===== src/rtl/d_debounce.sv =====
// Debounces an asynchronous level: two-flop synchronizer, then a qualifier that
// accepts a new level only after STABLE consecutive identical synchronized samples.
module d_debounce #(
    parameter int STABLE = 4
) (
    input  logic       clk,
    input  logic       reset,
    input  logic       din,
    output logic       dout,
    output logic       rise,
    output logic       fall,
    output logic       busy,
    output logic [1:0] dbg_state
);

    localparam int CW = $clog2(STABLE + 1);
    localparam logic [CW-1:0] CNT_LAST = CW'(STABLE - 1);
    localparam logic [CW-1:0] CNT_ONE  = CW'(1);

    typedef enum logic [1:0] {
        LOW     = 2'd0,
        WAIT_HI = 2'd1,
        HIGH    = 2'd2,
        WAIT_LO = 2'd3
    } state_t;

    state_t        state, state_nxt;
    logic [CW-1:0] cnt, cnt_nxt;
    logic          sync0, sync1;
    logic          dout_nxt, rise_nxt, fall_nxt, busy_nxt;

    // Only sync1 feeds the qualifier; sync0 may be metastable.
    always_ff @(posedge clk or negedge reset) begin
        if (!reset) begin
            sync0 <= 1'b0;
            sync1 <= 1'b0;
        end else begin
            sync0 <= din;
            sync1 <= sync0;
        end
    end

    always_ff @(posedge clk or negedge reset) begin
        if (!reset) begin
            state <= LOW;
            cnt   <= '0;
            dout  <= 1'b0;
            rise  <= 1'b0;
            fall  <= 1'b0;
            busy  <= 1'b0;
        end else begin
            state <= state_nxt;
            cnt   <= cnt_nxt;
            dout  <= dout_nxt;
            rise  <= rise_nxt;
            fall  <= fall_nxt;
            busy  <= busy_nxt;
        end
    end

    // cnt holds the number of consecutive sync1 samples that differ from dout.
    always_comb begin
        state_nxt = state;
        cnt_nxt   = cnt;
        rise_nxt  = 1'b0;
        fall_nxt  = 1'b0;
        case (state)
            LOW: begin
                cnt_nxt = '0;
                if (sync1) begin
                    state_nxt = WAIT_HI;
                    cnt_nxt   = CNT_ONE;
                end
            end
            WAIT_HI: begin
                if (!sync1) begin
                    state_nxt = LOW;
                    cnt_nxt   = '0;
                end else if (cnt == CNT_LAST) begin
                    state_nxt = HIGH;
                    cnt_nxt   = '0;
                    rise_nxt  = 1'b1;
                end else begin
                    cnt_nxt = cnt + CNT_ONE;
                end
            end
            HIGH: begin
                cnt_nxt = '0;
                if (!sync1) begin
                    state_nxt = WAIT_LO;
                    cnt_nxt   = CNT_ONE;
                end
            end
            WAIT_LO: begin
                if (sync1) begin
                    state_nxt = HIGH;
                    cnt_nxt   = '0;
                end else if (cnt == CNT_LAST) begin
                    state_nxt = LOW;
                    cnt_nxt   = '0;
                    fall_nxt  = 1'b1;
                end else begin
                    cnt_nxt = cnt + CNT_ONE;
                end
            end
            default: begin
                state_nxt = LOW;
                cnt_nxt   = '0;
            end
        endcase
        dout_nxt = (state_nxt == HIGH) || (state_nxt == WAIT_LO);
        busy_nxt = (state_nxt == WAIT_HI) || (state_nxt == WAIT_LO);
    end

    assign dbg_state = state;

endmodule


===== config.mk =====
export PLATFORM = sky130hd
export DESIGN_NAME = d_debounce
export DESIGN_NICKNAME = d
export VERILOG_FILES = /design/src/rtl/d_debounce.sv
export SDC_FILE = /design/constraint.sdc
export NUM_CORES = 1
export LEC_CHECK = 0
export CAP_MARGIN = 10
export CORE_AREA = 2 2 39 41
export CTS_CLUSTER_DIAMETER = 60
export DETAILED_ROUTE_END_ITERATION = 7
export DIE_AREA = 0 0 41 43
export DONT_BUFFER_PORTS = 1
export GPL_ROUTABILITY_DRIVEN = 0
export PLACE_DENSITY_LB_ADDON = 0.12
export SETUP_SLACK_MARGIN = 0.15
export SLEW_MARGIN = 20
export SYNTH_ARGS = -nofsm -noshare
export SYNTH_HDL_FRONTEND = slang
export SYNTH_SLANG_ARGS = --single-unit

===== constraint.sdc =====
create_clock -name clk -period 1.6 [get_ports clk]
set_input_delay 0.4 -clock clk [delete_from_list [all_inputs] [get_ports clk]]
set_output_delay 0.4 -clock clk [all_outputs]
set_load 0.005 [all_outputs]

==> run_results.csv, run 1 <==
group,metric,value,unit
min_path,hold_class,"primary input to flop",
routing,wl_per_cell,12.9,um
sta,worst_slew_margin_rel,0.704,
routing,drc,0,
die,die-height,43,um
die,rows,14,
clock_network,cts_buffer_depth,2,
clock_network,cts-buffers-inserted,3,
clock_network,clk_transition_reported_paths,70,ps
synth,post_synth_xor_area_fraction,0.0240,
pwr,static-leakage-power,0.198,nW
cells_and_area,num-nets-final,33,
cells_and_area,antennaDiodeCount,0,
synth,yosysSeqAreaShare,0.685,
sta,fin_crit_sh,0.797,
die,floorplan.io_pins,9,
synth,synthesis.area_per_instance,15.2,um2
sta,timing_worst_slew_pin_value,442,ps
clock_network,clock_sink_count,10,
sta,finalClockSkew,2.31,ps
synth,yosys.area.top_type_share,0.685,
outcome,status,"finished, final reports clean",
clock_network,tritoncts,"done",
clock_network,insertion_delay,260,ps
synth,synth.lib_cells_used.distinct,12,
clock_network,cts_repair_resize_count,0,
synth,synth_commonest_cells,"sky130_fd_sc_hd__dfrtp_1, sky130_fd_sc_hd__and2_1, sky130_fd_sc_hd__nor3b_1",
sta,achievable-frequency,784,MHz
pwr,vdd_ir_drop_max,564,uV
run,cap_violations,0,
synth,async_reset_ff_frac,1.00,
sta,holdWs,163,ps
clock_network,ctsHoldBuffers,1,
critical_path,setup.worst_path.end_class,"flop",
synth,synth.ff_latch_count,10,
pwr,power_density,1690,nW/um2
grt,grt_use_total,0.0762,
clock_network,clk_root_buffer_cell,"sky130_fd_sc_hd__clkbuf_4",
synth,fraction_of_the_mapped_netlist_area_in_simple_logic_gates,0.192,
synth,synth_top_family_by_area,"simple AND/OR/NAND/NOR gates",
synth,number_of_enable_flip_flop_cells_after_synthesis,0,
critical_path,crit_path_start_kind,"flop",
synth,adder_cell_share_of_the_synthesized_area,0.0342,
grt,grt_max_degree,11,
routing,detailedRoute.firstPassIterationCount,1,
grt,grt_pass1_wl,828,um
sta,final.setup.worst_slack,325,ps
synth,netlist.top_cell.by_area,"sky130_fd_sc_hd__dfrtp_1",
routing,ant_nets,0,
clock_network,post_cts.repair.setup_buffers,0,
sta,finalSetupViolCount,0,
synth,synth_fp_nets,28,
placement,pre_cts_ws,330,ps
placement,port_buffers,0,
critical_path,timing.critical_path.cells,"ha_1 > nor2b_4 > nand2_2 > mux2_2",
sta,finalMaxSlewViolations,0,
critical_path,arrival,1420,ps
sta,setup_total_negative_slack,0,ps
die,design.die.area,1760,um2
critical_path,critical_path_class,"flop to flop",
synth,synth_ff_type,"sky130_fd_sc_hd__dfrtp_1",
routing,total_wirelength_of_the_detailed_routed_design,568,um
routing,vias,185,
die,placeableCoreArea,1380,um2
critical_path,critical_path.top_delay_family,"flip-flops",
routing,post_drt_via_cell_ratio,4.20,
critical_path,path_buf_inv,0,
sta,timing.final.crit_period,1270,ps
cells_and_area,areaGrowthSynthToFinish,16.1,%
synth,yosys-mux-area-fraction,0.0308,
synth,syn_area,365,um2
sta,rsz0062_at_grt,"no",
cells_and_area,layout_cell_share_with_drive_strength_beyond_1,0.250,
grt,vias_in_the_first_global_route,207,
clock_network,htree_num_levels,1,
synth,synth_top_cells_by_area,"sky130_fd_sc_hd__dfrtp_1, sky130_fd_sc_hd__and2_1, sky130_fd_sc_hd__nor3b_1, sky130_fd_sc_hd__nor2b_4, sky130_fd_sc_hd__ha_1",
critical_path,crit_fanout,5,
die,initial_core_util,0.264,
synth,synth_compound_gate_area_share,0.0137,
synth,dominant_cell_by_count_in_the_synthesized_netlist,"sky130_fd_sc_hd__dfrtp_1",
critical_path,crit_required,1750,ps
synth,synthCells,24,
grt,globalRouteOverflowTotal,0,
die,die_x,41,um
synth,ys.warnings.count,0,
routing,drt_iter0_drc,0,
critical_path,library_cell_contributing_the_largest_single_delay_on_the_critical_path,"sky130_fd_sc_hd__dfrtp_1",
grt,initial_antenna_violation_count,0,
pwr,power.total,0.718,mW
critical_path,crit_path_max_incr_delay,380,ps
sta,final_hold_viol_count,0,
==> layout make-up <==
| type | count | area (um2) |
|---|---|---|
| flip-flops and latches | 10 | 250 |
| well taps | 16 | 20.0 |
| multi-input cells | 13 | 108 |
| repair buffers | 1 | 10.0 |
| fillers | 142 | 960 |
| clock buffers | 4 | 36.3 |
==> path summary, 6_finish.rpt <==
check	end	slack, ps	start	depth (start not counted)
max in group asynchronous	dout	780	reset	1
max	dout	330	cnt[0]	4
min reg2reg	sync1	350	sync0	0
min in group asynchronous	cnt[1]	510	reset	1
max reg2reg	dout	330	cnt[0]	4
min	sync0	160	din	0
==> stage by stage <==
step           std cells   util  area (um2)
2_1_floorplan         24      -         365
3_3_place_gp          39  0.273         378
3_5_place_dp          39  0.273         378
4_1_cts               44  0.307         424
5_1_grt               44  0.307         424
6_report              44  0.307         424
==> cells by family (layout without fill, tap and decap cells) <==
logic type,Yosys count,in the layout
AOI/OAI and AO/OA,1,1
xor gates and xnor gates,1,1
and+or+nand+nor,9,9
buffers and inverters,1,5
muxes,1,1
adders and majority gates,1,1
DFF,10,10
==> registers in the layout, indices dropped and copies added (netlist names) <==
name / flops
cnt: 3
dout: 1
busy: 1
fall: 1
sync0: 1
sync1: 1
dbg_state: 1
rise: 1
==> power by group <==
part / switching, mW / internal, mW
clock network: 0.0855 / 0.138
registers: 0.0636 / 0.318
logic: 0.0466 / 0.0664
total: 0.196 / 0.522
==> per-layer routing <==
metal  vias to the layer above  global-route usage  routed length, um
met5                         -                   0                  0
met4                         0              0.0600                  0
met3                         0              0.0419                 54
met2                         6               0.113                285
met1                        90              0.0736                229
li1                         89                   -                  -
==> cells in the final DEF (no fill, tap or decap) <==
master and instances:
sky130_fd_sc_hd__nor3b_1 2, sky130_fd_sc_hd__dlygate4sd3_1 1, sky130_fd_sc_hd__nand2_2 1, sky130_fd_sc_hd__and2_1 3, sky130_fd_sc_hd__clkbuf_8 1, sky130_fd_sc_hd__dfrtp_1 10
sky130_fd_sc_hd__and4b_1 1, sky130_fd_sc_hd__xor2_1 1, sky130_fd_sc_hd__nor2b_4 1, sky130_fd_sc_hd__o21ai_0 1, sky130_fd_sc_hd__and3_1 1, sky130_fd_sc_hd__clkbuf_4 3
sky130_fd_sc_hd__mux2_2 1, sky130_fd_sc_hd__ha_1 1
Power figures use the tool's default switching activity.
==> inputs of run 2 (changes only) <==
Clock period 1.6 ns to 1.26 ns, I/O delays scaled along.
==> run 2 against run 1 <==
Against the previous run: largest cell class unchanged; die area did not move; global-route usage rose by 1.7 points; critical path type unchanged; clock skew rose by 3.0 ps; wire length rose by 5.8%.
==> run_results.csv, run 2 (synthesis results as in run 1) <==
group,metric,value,unit
sta,timing.final.crit_period,1180,ps
cells_and_area,areaGrowthSynthToFinish,28.8,%
grt,grt.met3_usage,0.0524,
clock_network,insertion_delay,260,ps
grt,global_route.usage.met2,0.109,
clock_network,cts_buffer_depth,2,
grt,vias_in_the_first_global_route,210,
outcome,status,"finished, final reports clean",
sta,achievable-frequency,848,MHz
cells_and_area,num-nets-final,36,
critical_path,crit_fanout,3,
sta,final_hold_viol_count,0,
critical_path,library_cell_contributing_the_largest_single_delay_on_the_critical_path,"sky130_fd_sc_hd__dfrtp_1",
sta,fin_crit_sh,0.936,
critical_path,regToRegEndpoint,"dout",
die,initial_core_util,0.264,
sta,setup_total_negative_slack,0,ps
critical_path,r2r_setup_slack,80,ps
sta,timing_worst_slew_pin_value,447,ps
grt,groute.layer.met1.usage,0.107,
pwr,vdd_ir_drop_max,539,uV
critical_path,crit_required,1410,ps
clock_network,cts-buffers-inserted,3,
clock_network,clock_sink_count,10,
clock_network,clk_root_buffer_cell,"sky130_fd_sc_hd__clkbuf_4",
routing,detailedRoute.firstPassIterationCount,3,
critical_path,timing.critical_path.to,"dout",
die,design.die.area,1760,um2
grt,grt_pass1_wl,979,um
cells_and_area,layout_cell_share_with_drive_strength_beyond_1,0.452,
sta,rsz0062_at_grt,"yes",
pwr,static-leakage-power,0.217,nW
placement,port_buffers,0,
routing,ant_nets,0,
placement,dpl.cell_count,39,
sta,finalSetupViolCount,0,
die,placeableCoreArea,1380,um2
routing,vias,210,
cells_and_area,final_core_util,0.340,
critical_path,critical_path_class,"flop to flop",
die,floorplan.io_pins,9,
routing,wl_per_cell,12.8,um
cells_and_area,antennaDiodeCount,0,
grt,grt.busiest_layer,"met2",
clock_network,tritoncts,"done",
run,cap_violations,0,
critical_path,timing.rr.start,"cnt[0]",
cells_and_area,final_cell_count_no_fill,47,
routing,drc,0,
routing,drt_iter0_drc,1,
routing,total_wirelength_of_the_detailed_routed_design,601,um
critical_path,crit_path_start_kind,"flop",
clock_network,clk_transition_reported_paths,70,ps
sta,finalClockSkew,5.28,ps
grt,grt_max_degree,11,
critical_path,arrival,1330,ps
grt,grt_use_total,0.0935,
pwr,power_density,2040,nW/um2
die,die_x,41,um
critical_path,crit_path_max_incr_delay,380,ps
routing,post_drt_via_cell_ratio,4.47,
grt,initial_antenna_violation_count,0,
cells_and_area,largest_reg_flops,3,
critical_path,crit_path_start,"cnt[0]",
sta,worst_slew_margin_rel,0.701,
die,die-height,43,um
cells_and_area,final_cell_mix,"sky130_fd_sc_hd__dfrtp_1, sky130_fd_sc_hd__and2_1, sky130_fd_sc_hd__clkbuf_4, sky130_fd_sc_hd__buf_4, sky130_fd_sc_hd__nor3b_2",
clock_network,htree_num_levels,1,
cells_and_area,mostFrequentLayoutCell,"sky130_fd_sc_hd__dfrtp_1",
cells_and_area,top_register,"cnt",
critical_path,setup.worst_path.end_class,"flop",
min_path,hold_class,"primary input to flop",
critical_path,worstRegToRegCells,4,
sta,finalMaxSlewViolations,0,
critical_path,timing.critical_path.cells,"ha_2 > nor2b_4 > nand2_2 > mux2_4",
grt,globalRouteOverflowTotal,0,
die,rows,14,
run 2: layer usage:
layer	share of wire	vias to the layer above
met5	0	-
met4	0	0
met3	0.085	0
met1	0.41	108
li1	-	94
met2	0.51	8
run 2: how the worst min path moves through the flow:
stage	to	from	cells past startpoint	slack [ps]
global route	sync0	din	0	60
finish	sync0	din	0	80
global placement	cnt[2]	reset	0	20
CTS	sync0	din	0	70
floorplan	busy	reset	0	20
detailed placement	busy	reset	0	20
run 2: layout make-up:
type / instances / area, um2
timing repair buffer: 4 / 32.5
clock buffer: 4 / 36.3
multi-input combinational: 13 / 131
fill: 144 / 913
tap: 16 / 20.0
sequential: 10 / 250
run 2: repair_timing:
| action | in CTS | in global routing |
|---|---|---|
| hold endpoints to repair | 10 | 0 |
| buffers inserted | 3 | 0 |
| pin swaps | 1 | 1 |
| hold buffers | 1 | 0 |
| setup endpoints to repair | 1 | 6 |
| gates resized for setup | 0 | 3 |
run 2: stage by stage:
step | area [um2] | hold slack, ps | total power [mW] | setup WS (ps)
floorplan | 372 | 19.4 | 0.620 | 117
global placement | 384 | 19.7 | 0.635 | 81.7
detailed placement | 384 | 19.7 | 0.642 | 64.3
CTS | 453 | 67.2 | 0.965 | 56.3
global route | 470 | 55.3 | 1.02 | 30.9
finish | 470 | 80.4 | 0.962 | 80.1
run 2: worst max-delay path, delay by kind of cell, from the launching register on:
kind,cells,cell delay [ps]
adder cells (fa/ha/maj),1,170
flip-flops,1,380
multiplexers,1,300
AND/OR/NAND/NOR,2,210
run 2: power breakdown:
group | internal [mW] | switching (mW) | leakage [nW]
logic | 0.120 | 0.0670 | 0.0692
registers | 0.404 | 0.0857 | 0.127
clock network | 0.175 | 0.110 | 0.0210
